### config.mk
export PLATFORM = sky130hd
export DESIGN_NAME = fetch_stage
export DESIGN_NICKNAME = d
export VERILOG_FILES = /design/src/rtl/fetch_stage.sv
export SDC_FILE = /design/constraint.sdc
export NUM_CORES = 1
export LEC_CHECK = 0
export ABC_AREA = 1
export CORE_MARGIN = 8
export CORE_UTILIZATION = 60
export DETAILED_ROUTE_END_ITERATION = 10
export DONT_BUFFER_PORTS = 1
export PLACE_DENSITY_LB_ADDON = 0.15
export REMOVE_ABC_BUFFERS = 1
export SYNTH_ARGS = -nofsm -noshare
export SYNTH_HDL_FRONTEND = slang
export SYNTH_SLANG_ARGS = --single-unit
### constraint.sdc
create_clock -name Clk -period 2 [get_ports Clk]
set_input_delay 0.4 -clock Clk [delete_from_list [all_inputs] [get_ports Clk]]
set_output_delay 0.4 -clock Clk [all_outputs]
set_load 0.03 [all_outputs]
### src/rtl/fetch_stage.sv
// Instruction-fetch stage: owns the PC, addresses the combinational instruction
// memory and captures the returned word into the IF/ID register for decode.
module fetch_stage #(
    parameter logic [31:0] RESET_PC = 32'h0000_0000
) (
    input  logic        Clk,
    input  logic        Rst,
    input  logic        Stall,
    input  logic        Flush,
    input  logic        Redirect,
    input  logic [31:0] RedirectPC,
    output logic [31:0] IMemAddress,
    input  logic [31:0] IMemInstruction,
    output logic [31:0] PC,
    output logic [31:0] IF_ID_Instruction,
    output logic [31:0] IF_ID_PCPlus4,
    output logic        IF_ID_Valid,
    output logic [31:0] FetchCount
);

    logic [31:0] r_pc;
    logic [31:0] r_if_id_instruction;
    logic [31:0] r_if_id_pc_plus4;
    logic        r_if_id_valid;
    logic [31:0] r_fetch_count;

    logic [31:0] w_pc_plus4;
    logic [31:0] w_next_pc;
    logic        w_squash;
    logic        w_load;

    assign w_pc_plus4 = r_pc + 32'd4;
    assign w_squash   = Flush | Redirect;
    assign w_load     = !w_squash && !Stall;

    // A redirect must never be blocked by a decode stall, so it is tested first.
    always_comb begin
        // NOTE: default assignment first so every path drives w_next_pc and no latch is inferred.
        w_next_pc = w_pc_plus4;
        if (Redirect) begin
            w_next_pc = {RedirectPC[31:2], 2'b00};
        end else if (Stall) begin
            w_next_pc = r_pc;
        end
    end

    always_ff @(posedge Clk or negedge Rst) begin
        if (!Rst) begin
            // NOTE: non-blocking assignments for all registered state so every update sees pre-edge values.
            r_pc                <= {RESET_PC[31:2], 2'b00};
            r_if_id_instruction <= 32'd0;
            r_if_id_pc_plus4    <= 32'd0;
            r_if_id_valid       <= 1'b0;
            r_fetch_count       <= 32'd0;
        end else begin
            r_pc <= w_next_pc;
            if (w_squash) begin
                r_if_id_instruction <= 32'd0;
                r_if_id_pc_plus4    <= 32'd0;
                r_if_id_valid       <= 1'b0;
            end else if (w_load) begin
                r_if_id_instruction <= IMemInstruction;
                r_if_id_pc_plus4    <= w_pc_plus4;
                r_if_id_valid       <= 1'b1;
            end
            // Counter saturates rather than wrapping so long runs never read as short ones.
            if (w_load && (r_fetch_count != 32'hFFFF_FFFF)) begin
                r_fetch_count <= r_fetch_count + 32'd1;
            end
        end
    end

    assign IMemAddress       = r_pc;
    assign PC                = r_pc;
    assign IF_ID_Instruction = r_if_id_instruction;
    assign IF_ID_PCPlus4     = r_if_id_pc_plus4;
    assign IF_ID_Valid       = r_if_id_valid;
    assign FetchCount        = r_fetch_count;

endmodule
* Yosys cells after proc, flatten, opt, wreduce, memory -nomap -nowiden
Index checks and enable logic that the tools add are counted. Widths: inputs -> output; s select.
Operators by class: add/subtract/negate cells 2, eq/ne operators 2, bitwise operators 1, reductions and logical operators 5, mux-type cells 8
Operators by type and width (number):
- $mux 32 | 6
- $add 32x1->32 const B | 1
- $add 32x3->32 const B | 1
- $ne 32x32->1 const B | 1
- $logic_and 1x1->1 | 2
- $logic_not 1->1 | 2
- $mux 1 | 2
- $ne 2x1->1 const B | 1
- $reduce_bool 2->1 | 1
- $or 1x1->1 | 1
Word-level totals: flip-flop bits (word level) 129

* Logic depth before layout (Yosys ltp)
Gate-level depths: netlist of run 1.
depth in word-level cells 5, depth in mapped cells 11

* Worst setup path after synthesis of run 1
Ideal clock, no wire load.
path kind register to register, start point reg r_fetch_count[1] (netlist: FetchCount[1]), end point reg r_fetch_count[23] (netlist: FetchCount[23]), slack 0.154 ns, buffers on the path 1, clock period less this slack 1.846 ns, cell stages (with the launch flop) 12, arrival 1.727 ns, cells stage by stage dfrtp_1 -> ha_1 -> inv_1 -> nor2_4 -> nand2_4 -> nor2_4 -> nand2_2 -> nand2_4 -> inv_4 -> buf_6 -> nand2_1 -> o21ai_2
On the way: cells in the longest elaborated chain, start to end 2
Ends and longest elaborated chain:
- start: declaration | line 25 | logic [31:0] r_fetch_count;
- start signal: assignment | line 68 | r_fetch_count <= r_fetch_count + 32'd1;
- branches (longest 2 deep; another with $add 32x1->32)
Parallel ways; which one is timed is not known. A chain may end at the register's enable or synchronous reset.

* Worst setup path in the final report of run 1
start point reg r_fetch_count[0] (netlist: FetchCount[0]), end point reg r_fetch_count[22] (netlist: FetchCount[22])
Same word-level chain as after synthesis.

==> flow_metrics.env, run 1 <==
export IMPL_fin_nets=980
export IMPL_top_level_ports=230
export IMPL_synthTopCellsByArea="dfrtp_1 46%, nand2_1 20%, a22o_1 4.5%"
export IMPL_crit_reg2reg_launch="FetchCount[0]"
export IMPL_cts_path_max_buffers=2
export IMPL_ys_seq_area_frac=0.464
export IMPL_cp_num_buf_inv=2
export IMPL_cts_buffers=17
export IMPL_setup_violations=0
export IMPL_yosysWarnings=0
export IMPL_detailed_place_hpwl_um=14000
export IMPL_syn_avg_cell_area_um2=7.71
export IMPL_clock_latency_ns=0.41
export IMPL_cp_arrival_ns=2.16
export IMPL_worst_setup_path_type="register to register"
export IMPL_cp_endpoint="FetchCount[22]"
export IMPL_route_detailed_wl_per_inst_um=17.8
export IMPL_grt_max_degree=127
export IMPL_dieArea_mm2=0.0150
export IMPL_worstSetupStartpointType="register"
export IMPL_hp_class="primary input to asynchronous set/reset pin"
export IMPL_drtIter0Drc=476
export IMPL_violations="hold timing"
export IMPL_post_route_util=0.685
export IMPL_cp_slowest_stage_delay_ns=0.35
export IMPL_grt_pass1_wl_um=30100
export IMPL_met3_length_um=1770
export IMPL_finalCritPeriodShare=0.934
export IMPL_synth_edff_count=0
export IMPL_gp_congestion=0.891
export IMPL_status="finished, violations left"
export IMPL_num_rows=39
export IMPL_tightest_slew_ns=0.847
export IMPL_clock_tree_root_cell="clkbuf_16"
export IMPL_worstPathMaxFanout=33
export IMPL_synthFlopType="dfrtp_1"
export IMPL_clkTransAtPathRegs_ns=0.06
export IMPL_grt_pass1_vias=5925
export IMPL_final_setup_skew_ns=0.00767
export IMPL_wl_met2_um=9580
export IMPL_drc=0
export IMPL_cp_slowest_cell="dfrtp_1"
export IMPL_core_mm2=0.0112
export IMPL_synth_top_cells_by_count="360 x nand2_1, 126 x dfrtp_1, 81 x nor2_1, 59 x inv_1, 46 x nand3_1"
export IMPL_wl_um=18900
export IMPL_ys_seq_elements=126
export IMPL_top_layer="met4"
export IMPL_power_density_mw_per_mm2=935
export IMPL_p_leak_nw=3.79
export IMPL_max_slew_margin=0.435
export IMPL_slew_violations=0
export IMPL_startpoint="FetchCount[0]"
export IMPL_yosysMostFrequentCell="nand2_1"
export IMPL_antenna_found_initial=0
export IMPL_cp_required_ns=2.29
export IMPL_portBuffers=0
export IMPL_syn_to_final_growth_pct=13.3
export IMPL_clkSinkCount=126
export IMPL_synth_async_sr_flop_share=1.00
export IMPL_vias_per_cell=5.47
export IMPL_place_ws_ns=-0.0687
export IMPL_netlist_area_mm2=0.00679
export IMPL_worstReg2RegEnd="FetchCount[22]"
export IMPL_vdd_drop_max_mv=0.834
export IMPL_htreeDepth=4
export IMPL_grt_ovfl_total=0
export IMPL_vias=5822
export IMPL_fin_crit_ns=1.87
export IMPL_r2r_worst_path_cells=10
export IMPL_hold_ws_ns=-0.320
export IMPL_reg2reg_slack_ns=0.13
export IMPL_drv_cap=0
export IMPL_diodes=0
export IMPL_cts_tree="built"
export IMPL_final_fill_count=942
export IMPL_synthDistinctLibCells=31
export IMPL_cp_top_family="simple AND/OR/NAND/NOR gates"
export IMPL_synth_top_area_cell="dfrtp_1"
export IMPL_fmax_ghz=0.535
export IMPL_drive_gt1_frac=0.132
export IMPL_rsz0062_at_grt="no"
export IMPL_die_w_um=122
export IMPL_path_cells="ha_1 -> inv_1 -> nor2_4 -> nand2_4 -> nor2_4 -> nand2_2 -> nand2_4 -> inv_6 -> nand2_1 -> o21ai_2"
export IMPL_drt_first_pass_iters=5
export IMPL_synth_top_area_share=0.464
export IMPL_cp_num_cells=10
export IMPL_ant_nets=0
export IMPL_die_y_um=122
export IMPL_cp_end_kind="register"
export IMPL_layout_setup_ws_ns=0.132
export IMPL_initial_core_util=0.605
export IMPL_drt_met1_wl_um=7270
export IMPL_hold_violations=126
export IMPL_postSynthCellCount=880
export IMPL_gr_usage_all_layers=0.256
-- registers in the layout (all words and copies together) (netlist names) --
signal and flops:
FetchCount 32, IMemAddress 30, IF_ID_Instruction 32, IF_ID_Valid 1, IF_ID_PCPlus4 31
-- placed cells by master (no fill, tap or decap), types with 2 or more instances in the layout --
cell | netlist | routed
xor2_1 | 15 | 15
clkbuf_16 | 0 | 17
nor2_2 | 6 | 6
a22o_1 | 35 | 35
nor2_1 | 81 | 80
ha_1 | 2 | 2
nand3b_1 | 9 | 9
nand3_1 | 46 | 46
o21ai_2 | 5 | 5
xnor2_1 | 11 | 11
dfrtp_1 | 126 | 126
clkbuf_1 | 10 | 3
nand2_2 | 3 | 3
conb_1 | 1 | 4
inv_1 | 59 | 59
nand4_1 | 3 | 3
nor3b_1 | 2 | 2
clkbuf_8 | 0 | 2
nand2_4 | 2 | 2
bufinv_16 | 0 | 2
o211ai_1 | 7 | 7
nor2_4 | 6 | 7
o21ai_0 | 29 | 29
clkinv_4 | 0 | 3
and2_1 | 2 | 2
buf_4 | 37 | 67
nand2_1 | 360 | 360
o21bai_1 | 5 | 5
clkinv_2 | 0 | 4
-- layer usage --
layer	global-route usage	vias up
met2	0.443	220
met3	0.0971	30
met5	0	-
li1	-	2800
met1	0.289	2772
met4	0.0739	0
-- power breakdown --
part / total [W] / leakage [nW] / switching [W] / internal, W
combinational: 0.00123 / 1.83 / 0.000880 / 0.000349
clock: 0.00301 / 0.284 / 0.00111 / 0.00190
sequential: 0.00296 / 1.67 / 0.000240 / 0.00272
total: 0.00719 / 3.79 / 0.00223 / 0.00496
-- through the flow --
step,power (W),area [um2],std cells,setup TNS [ns]
3_3_place_gp,0.00419,7110,1033,0
5_1_grt,0.00748,7690,1065,0
6_report,0.00719,7690,1065,0
4_1_cts,0.00723,7680,1065,0
3_5_place_dp,0.00422,7110,1033,-0.299
2_1_floorplan,0.00383,6400,822,-55.51
-- final cells by class --
| cell class | count | area [um2] | area share |
|---|---|---|---|
| multi-input combinational | 636 | 3030 | 0.394 |
| sequential | 126 | 3150 | 0.410 |
| timing repair buffer | 68 | 523 | 0.0680 |
| clock buffer | 22 | 464 | 0.0604 |
| inverter | 60 | 230 | 0.0299 |
| clock inverter | 10 | 114 | 0.0148 |
| tap | 143 | 179 | 0.0233 |
-- kinds of logic (layout without fill, tap and decap cells) --
kind of cell	Yosys count	after routing	share of synthesized area
flops	126	126	0.464
xor+xnor	26	26	0.0335
compound gates	82	82	0.0875
fa+ha+maj	2	2	0.00369
other cells	1	4	0.000552
buf+inv	121	160	0.0925
simple gates	522	522	0.318
-- how the worst min path moves through the flow --
stage,start,endpoint,cells past startpoint
after detailed placement,Rst,FetchCount[21],0
after CTS,Rst,FetchCount[21],0
after global routing,Rst,FetchCount[7],0
after global placement,Rst,FetchCount[21],0
final,Rst,FetchCount[5],0
after floorplan,Rst,FetchCount[0],0
-- what timing repair did --
action / in CTS / in global routing
resized for setup: 0 / 2
buffers inserted: 0 / 0
endpoints found under the hold margin: 126 / 126
endpoints found under the setup margin: 0 / 15
(Power assumes the default switching activity.)
==> run 2, diff against run 1 <==
--- a/config.mk
+++ b/config.mk
@@ -10,6 +10,7 @@
 export CORE_UTILIZATION = 60
 export DETAILED_ROUTE_END_ITERATION = 10
 export DONT_BUFFER_PORTS = 1
+export GPL_TIMING_DRIVEN = 0
 export PLACE_DENSITY_LB_ADDON = 0.15
 export REMOVE_ABC_BUFFERS = 1
 export SYNTH_ARGS = -nofsm -noshare
==> flow_metrics.env, run 2 (same netlist as run 1, synthesis figures left out) <==
export IMPL_clkSinkCount=126
export IMPL_gr_usage_all_layers=0.253
export IMPL_drtIter0Drc=507
export IMPL_cts_tree="built"
export IMPL_power_density_mw_per_mm2=986
export IMPL_grt_max_degree=127
export IMPL_p_sw_w=0.00226
export IMPL_switching_share=0.308
export IMPL_violations="hold timing"
export IMPL_drc=0
export IMPL_top_level_ports=230
export IMPL_die_w_um=122
export IMPL_vias_per_cell=5.70
export IMPL_dieArea_mm2=0.0150
export IMPL_max_slew_margin=0.418
export IMPL_worstPathMaxFanout=33
export IMPL_grt_pass1_wl_um=29700
export IMPL_tightest_slew_ns=0.872
export IMPL_portBuffers=0
export IMPL_worst_setup_path_type="register to register"
export IMPL_intPower_w=0.00509
export IMPL_clock_latency_ns=0.42
export IMPL_worstSetupStartpointType="register"
export IMPL_fin_crit_ns=1.92
export IMPL_syn_to_final_growth_pct=9.82
export IMPL_hold_violations=126
export IMPL_detailed_place_hpwl_um=12900
export IMPL_final_common_cell="nand2_1"
export IMPL_antenna_found_initial=0
export IMPL_cts_path_max_buffers=2
export IMPL_final_setup_skew_ns=0.00708
export IMPL_grt_ovfl_total=0
export IMPL_ant_nets=0
export IMPL_finalCritPeriodShare=0.961
export IMPL_final_cell_mix="360 x nand2_1, 93 x dfrtp_1, 79 x nor2_1"
export IMPL_fmax_ghz=0.520
export IMPL_num_rows=39
export IMPL_cp_required_ns=2.30
export IMPL_grt_pass1_vias=5594
export IMPL_diodes=0
export IMPL_htreeDepth=4
export IMPL_cp_end_kind="register"
export IMPL_cts_buffers=17
export IMPL_initial_core_util=0.605
export IMPL_hp_class="primary input to asynchronous set/reset pin"
export IMPL_drv_cap=0
export IMPL_p_seq_frac=0.475
export IMPL_vdd_drop_max_mv=0.541
export IMPL_cp_arrival_ns=2.23
export IMPL_core_mm2=0.0112
export IMPL_setup_violations=0
export IMPL_gp_congestion=0.898
export IMPL_fin_area_mm2=0.00746
export IMPL_clkPwrFrac=0.445
export IMPL_hold_ws_ns=-0.321
export IMPL_slew_violations=0
export IMPL_status="finished, violations left"
export IMPL_die_y_um=122
export IMPL_vias=5752
export IMPL_route_detailed_wl_per_inst_um=19.1
export IMPL_clock_tree_root_cell="clkbuf_16"
export IMPL_drive_gt1_frac=0.122
export IMPL_placed_cell_area_mm2=0.00660
export IMPL_p_comb_frac=0.080
export IMPL_drt_first_pass_iters=6
export IMPL_p_leak_nw=3.49
export IMPL_clkTransAtPathRegs_ns=0.06
export IMPL_fin_nets=925
export IMPL_wl_um=19300
## run 2: changes by cell type in the layout (fill, tap and decap cells not counted), sizes merged
cell / before / now
buf: 68 / 9
clkinv: 7 / 4
nor2: 93 / 96
bufinv: 2 / 4
clkbuf: 22 / 20
clkinvlp: 1 / 3
nand2: 365 / 366
## run 2: final timing paths
path	depth (start not counted)	slack [ns]	start	to
min	0	-0.32	Rst	FetchCount[5]
max reg2reg	11	0.08	FetchCount[0]	FetchCount[16]
min in group Clk	2	0.12	RedirectPC[11]	IMemAddress[11]
min reg2reg	2	0.68	FetchCount[8]	FetchCount[8]
max in group asynchronous	0	2.09	Rst	IMemAddress[2]
max	11	0.08	FetchCount[0]	FetchCount[16]
## run 2: through the flow
step	setup WS, ns	cells	setup TNS, ns	total power [W]	utilization
final	0.0771	1009	0	0.00735	0.664
after global routing	-0.0133	1009	-0.0517	0.00760	0.664
after CTS	0.0109	1002	0	0.00731	0.653
after detailed placement	-2.39	966	-181.06	0.00403	0.588
after global placement	-2.35	965	-178.40	0.00399	0.586
after floorplan	-0.973	822	-55.51	0.00383	-
## run 2: power groups by stage
stage | Clock (W) | Sequential, W | Combinational, W
floorplan | 0 | 0.00340 | 0.000428
global placement | 0 | 0.00349 | 0.000500
detailed placement | 0 | 0.00350 | 0.000530
CTS | 0.00329 | 0.00347 | 0.000552
global route | 0.00341 | 0.00353 | 0.000665
finish | 0.00327 | 0.00349 | 0.000588
## run 2: layout make-up
type	count	area (um2)
clock buffers	20	457
fillers	932	3770
multi-input cells	640	3130
inverters	60	234
well taps	143	179
flip-flops and latches	126	3200
repair buffers	9	92.6
clock inverters	11	164
## run 2: timing repair
item,CTS,global route
gates resized for setup,26,26
endpoints found under the setup margin,122,55
gates cloned,3,1
setup buffers,2,6
pin swaps,2,5
endpoints found under the hold margin,126,126
## run 2: critical path, stage by stage, from the launching register on
cell	delay, ns
dfrtp_2	0.50
ha_4	0.20
inv_1	0.13
nor2_4	0.08
nand2_4	0.09
nor2_4	0.05
nand2_2	0.17
nand2_8	0.10
inv_6	0.23
nand2_1	0.09
nand2_1	0.08
nand2_1	0.06
## run 2: routing by layer
metal,up-vias,share of wire,track usage
met5,-,0,0
met4,0,0.025,0.101
met3,39,0.10,0.0842
met2,288,0.50,0.430
met1,2717,0.37,0.291
li1,2708,-,-
==> run 3, diff against run 2 <==
--- a/config.mk
+++ b/config.mk
@@ -7,7 +7,7 @@
 export LEC_CHECK = 0
 export ABC_AREA = 1
 export CORE_MARGIN = 8
-export CORE_UTILIZATION = 60
+export CORE_UTILIZATION = 58
 export DETAILED_ROUTE_END_ITERATION = 10
 export DONT_BUFFER_PORTS = 1
 export GPL_TIMING_DRIVEN = 0
==> constraint.sdc (replaced) <==
create_clock -name Clk -period 1.6 [get_ports Clk]
set_input_delay 0.32 -clock Clk [delete_from_list [all_inputs] [get_ports Clk]]
set_output_delay 0.32 -clock Clk [all_outputs]
set_load 0.03 [all_outputs]
==> flow_metrics.env, run 3 (same netlist as run 1, synthesis figures left out) <==
export IMPL_status="finished, violations left"
export IMPL_violations="hold timing, setup timing"
export IMPL_vdd_drop_max_mv=0.917
export IMPL_power_density_mw_per_mm2=1130
export IMPL_worstSetupStartpointType="register"
export IMPL_fin_cells=1030
export IMPL_cp_required_ns=1.94
export IMPL_hp_class="primary input to asynchronous set/reset pin"
export IMPL_max_slew_margin=0.434
export IMPL_final_cell_mix="319 x nand2_1, 65 x dfrtp_1, 56 x inv_1"
export IMPL_cts_tree="built"
export IMPL_reg2reg_slack_ns=-0.17
export IMPL_final_fill_count=845
export IMPL_cts_path_max_buffers=2
export IMPL_detailed_place_hpwl_um=12900
export IMPL_die_w_um=124
export IMPL_antenna_found_initial=0
export IMPL_core_mm2=0.0114
export IMPL_drtIter0Drc=562
export IMPL_seqCellArea_mm2=0.00330
export IMPL_cp_arrival_ns=2.11
export IMPL_top_level_ports=230
export IMPL_clock_latency_ns=0.43
export IMPL_crit_reg2reg_launch="FetchCount[0]"
export IMPL_wl_um=20800
export IMPL_htreeDepth=4
export IMPL_worstReg2RegEnd="FetchCount[0]"
export IMPL_tightest_slew_ns=0.847
export IMPL_cts_buffers=17
export IMPL_portBuffers=0
export IMPL_finalCritPeriodShare=1.10
export IMPL_hold_ws_ns=-0.413
export IMPL_final_common_cell="nand2_1"
export IMPL_gp_congestion=0.890
export IMPL_initial_core_util=0.595
export IMPL_fin_crit_ns=1.77
export IMPL_r2r_worst_path_cells=9
export IMPL_ant_nets=0
export IMPL_fin_nets=947
export IMPL_place_inst=966
export IMPL_drc=0
export IMPL_worst_setup_path_type="register to register"
export IMPL_drv_cap=0
export IMPL_route_detailed_wl_per_inst_um=20.2
export IMPL_clock_tree_root_cell="clkbuf_16"
export IMPL_grt_pass1_wl_um=30900
export IMPL_fin_area_mm2=0.00818
export IMPL_grt_max_degree=127
export IMPL_num_rows=39
export IMPL_p_total_w=0.00928
export IMPL_worstPathMaxFanout=5
export IMPL_fin_tns_setup_ns=-3.70
export IMPL_cp_end_kind="register"
export IMPL_grt_pass1_vias=5845
export IMPL_startpoint="FetchCount[0]"
export IMPL_vias=6019
export IMPL_slew_violations=0
export IMPL_drive_gt1_frac=0.276
export IMPL_grt_ovfl_total=0
export IMPL_clkTransAtPathRegs_ns=0.06
export IMPL_vias_per_cell=5.84
export IMPL_drt_first_pass_iters=6
export IMPL_hold_violations=126
export IMPL_layout_setup_ws_ns=-0.165
export IMPL_clkSinkCount=126
export IMPL_die_y_um=124
export IMPL_placed_cell_area_mm2=0.00661
export IMPL_cp_endpoint="FetchCount[0]"
export IMPL_diodes=0
export IMPL_p_leak_nw=3.72
export IMPL_rsz0062_at_grt="yes"
export IMPL_fmax_ghz=0.567
export IMPL_setup_violations=55
export IMPL_gr_usage_all_layers=0.263
export IMPL_dieArea_mm2=0.0154
export IMPL_multi_input_area_mm2=0.00359
export IMPL_final_setup_skew_ns=0.00738
export IMPL_syn_to_final_growth_pct=20.4
## run 3: cell types whose count changed in the layout (fill, tap and decap cells not counted), sizes merged
cell and change:
buf +16, bufinv -1, clkinvlp +1, inv +2, nand2 +2, nor2 +1
## run 3: where the power goes
part	switching, W	internal (W)
Combinational	0.000533	0.000366
Clock	0.00142	0.00251
Sequential	0.000994	0.00346
## run 3: how the worst min path moves through the flow
stage,from,to,cells after the start
finish,Rst,FetchCount[12],0
floorplan,Rst,FetchCount[0],0
CTS,Rst,IF_ID_Instruction[29],0
detailed placement,Rst,FetchCount[7],0
global route,Rst,FetchCount[0],0
global placement,Rst,FetchCount[7],0
## run 3: per-layer routing
| metal | up-vias | track usage | wire length [um] | share of wire |
|---|---|---|---|---|
| met5 | - | 0 | 0 | 0 |
| met4 | 0 | 0.114 | 622 | 0.030 |
| met3 | 67 | 0.0975 | 2250 | 0.11 |
| met2 | 300 | 0.441 | 10300 | 0.49 |
| met1 | 2898 | 0.293 | 7680 | 0.37 |
| li1 | 2754 | - | - | - |
## run 3: metrics by stage
stage / setup WS (ns) / util
2_1_floorplan: -1.29 / -
5_1_grt: -0.212 / 0.716
4_1_cts: -0.149 / 0.688
3_3_place_gp: -2.66 / 0.576
6_report: -0.165 / 0.716
3_5_place_dp: -2.78 / 0.579
## run 3: area by class of cell
type,instances,share of cell area
well taps,143,0.0219
inverters,60,0.0303
repair buffers,25,0.0288
clock inverters,10,0.0171
multi-input cells,643,0.439
clock buffers,20,0.0559
flip-flops and latches,126,0.403
repair inverters,3,0.00413
## run 3: critical path: stages, from the launching register on
cell     delay [ns]
dfrtp_2        0.52
ha_4           0.20
inv_4          0.04
nor2_4         0.12
nand2_4        0.08
nor2_4         0.14
nand2_4        0.13
nand2_8        0.15
buf_6          0.15
xor2_1         0.16
## run 3: what timing repair did
item                                    in CTS  in global routing
gates cloned                                 7                  3
pin swaps                                   29                 22
setup buffers                               20                  4
resized for setup                          163                 76
endpoints found under the setup margin     126                 85
endpoints found under the hold margin      126                126
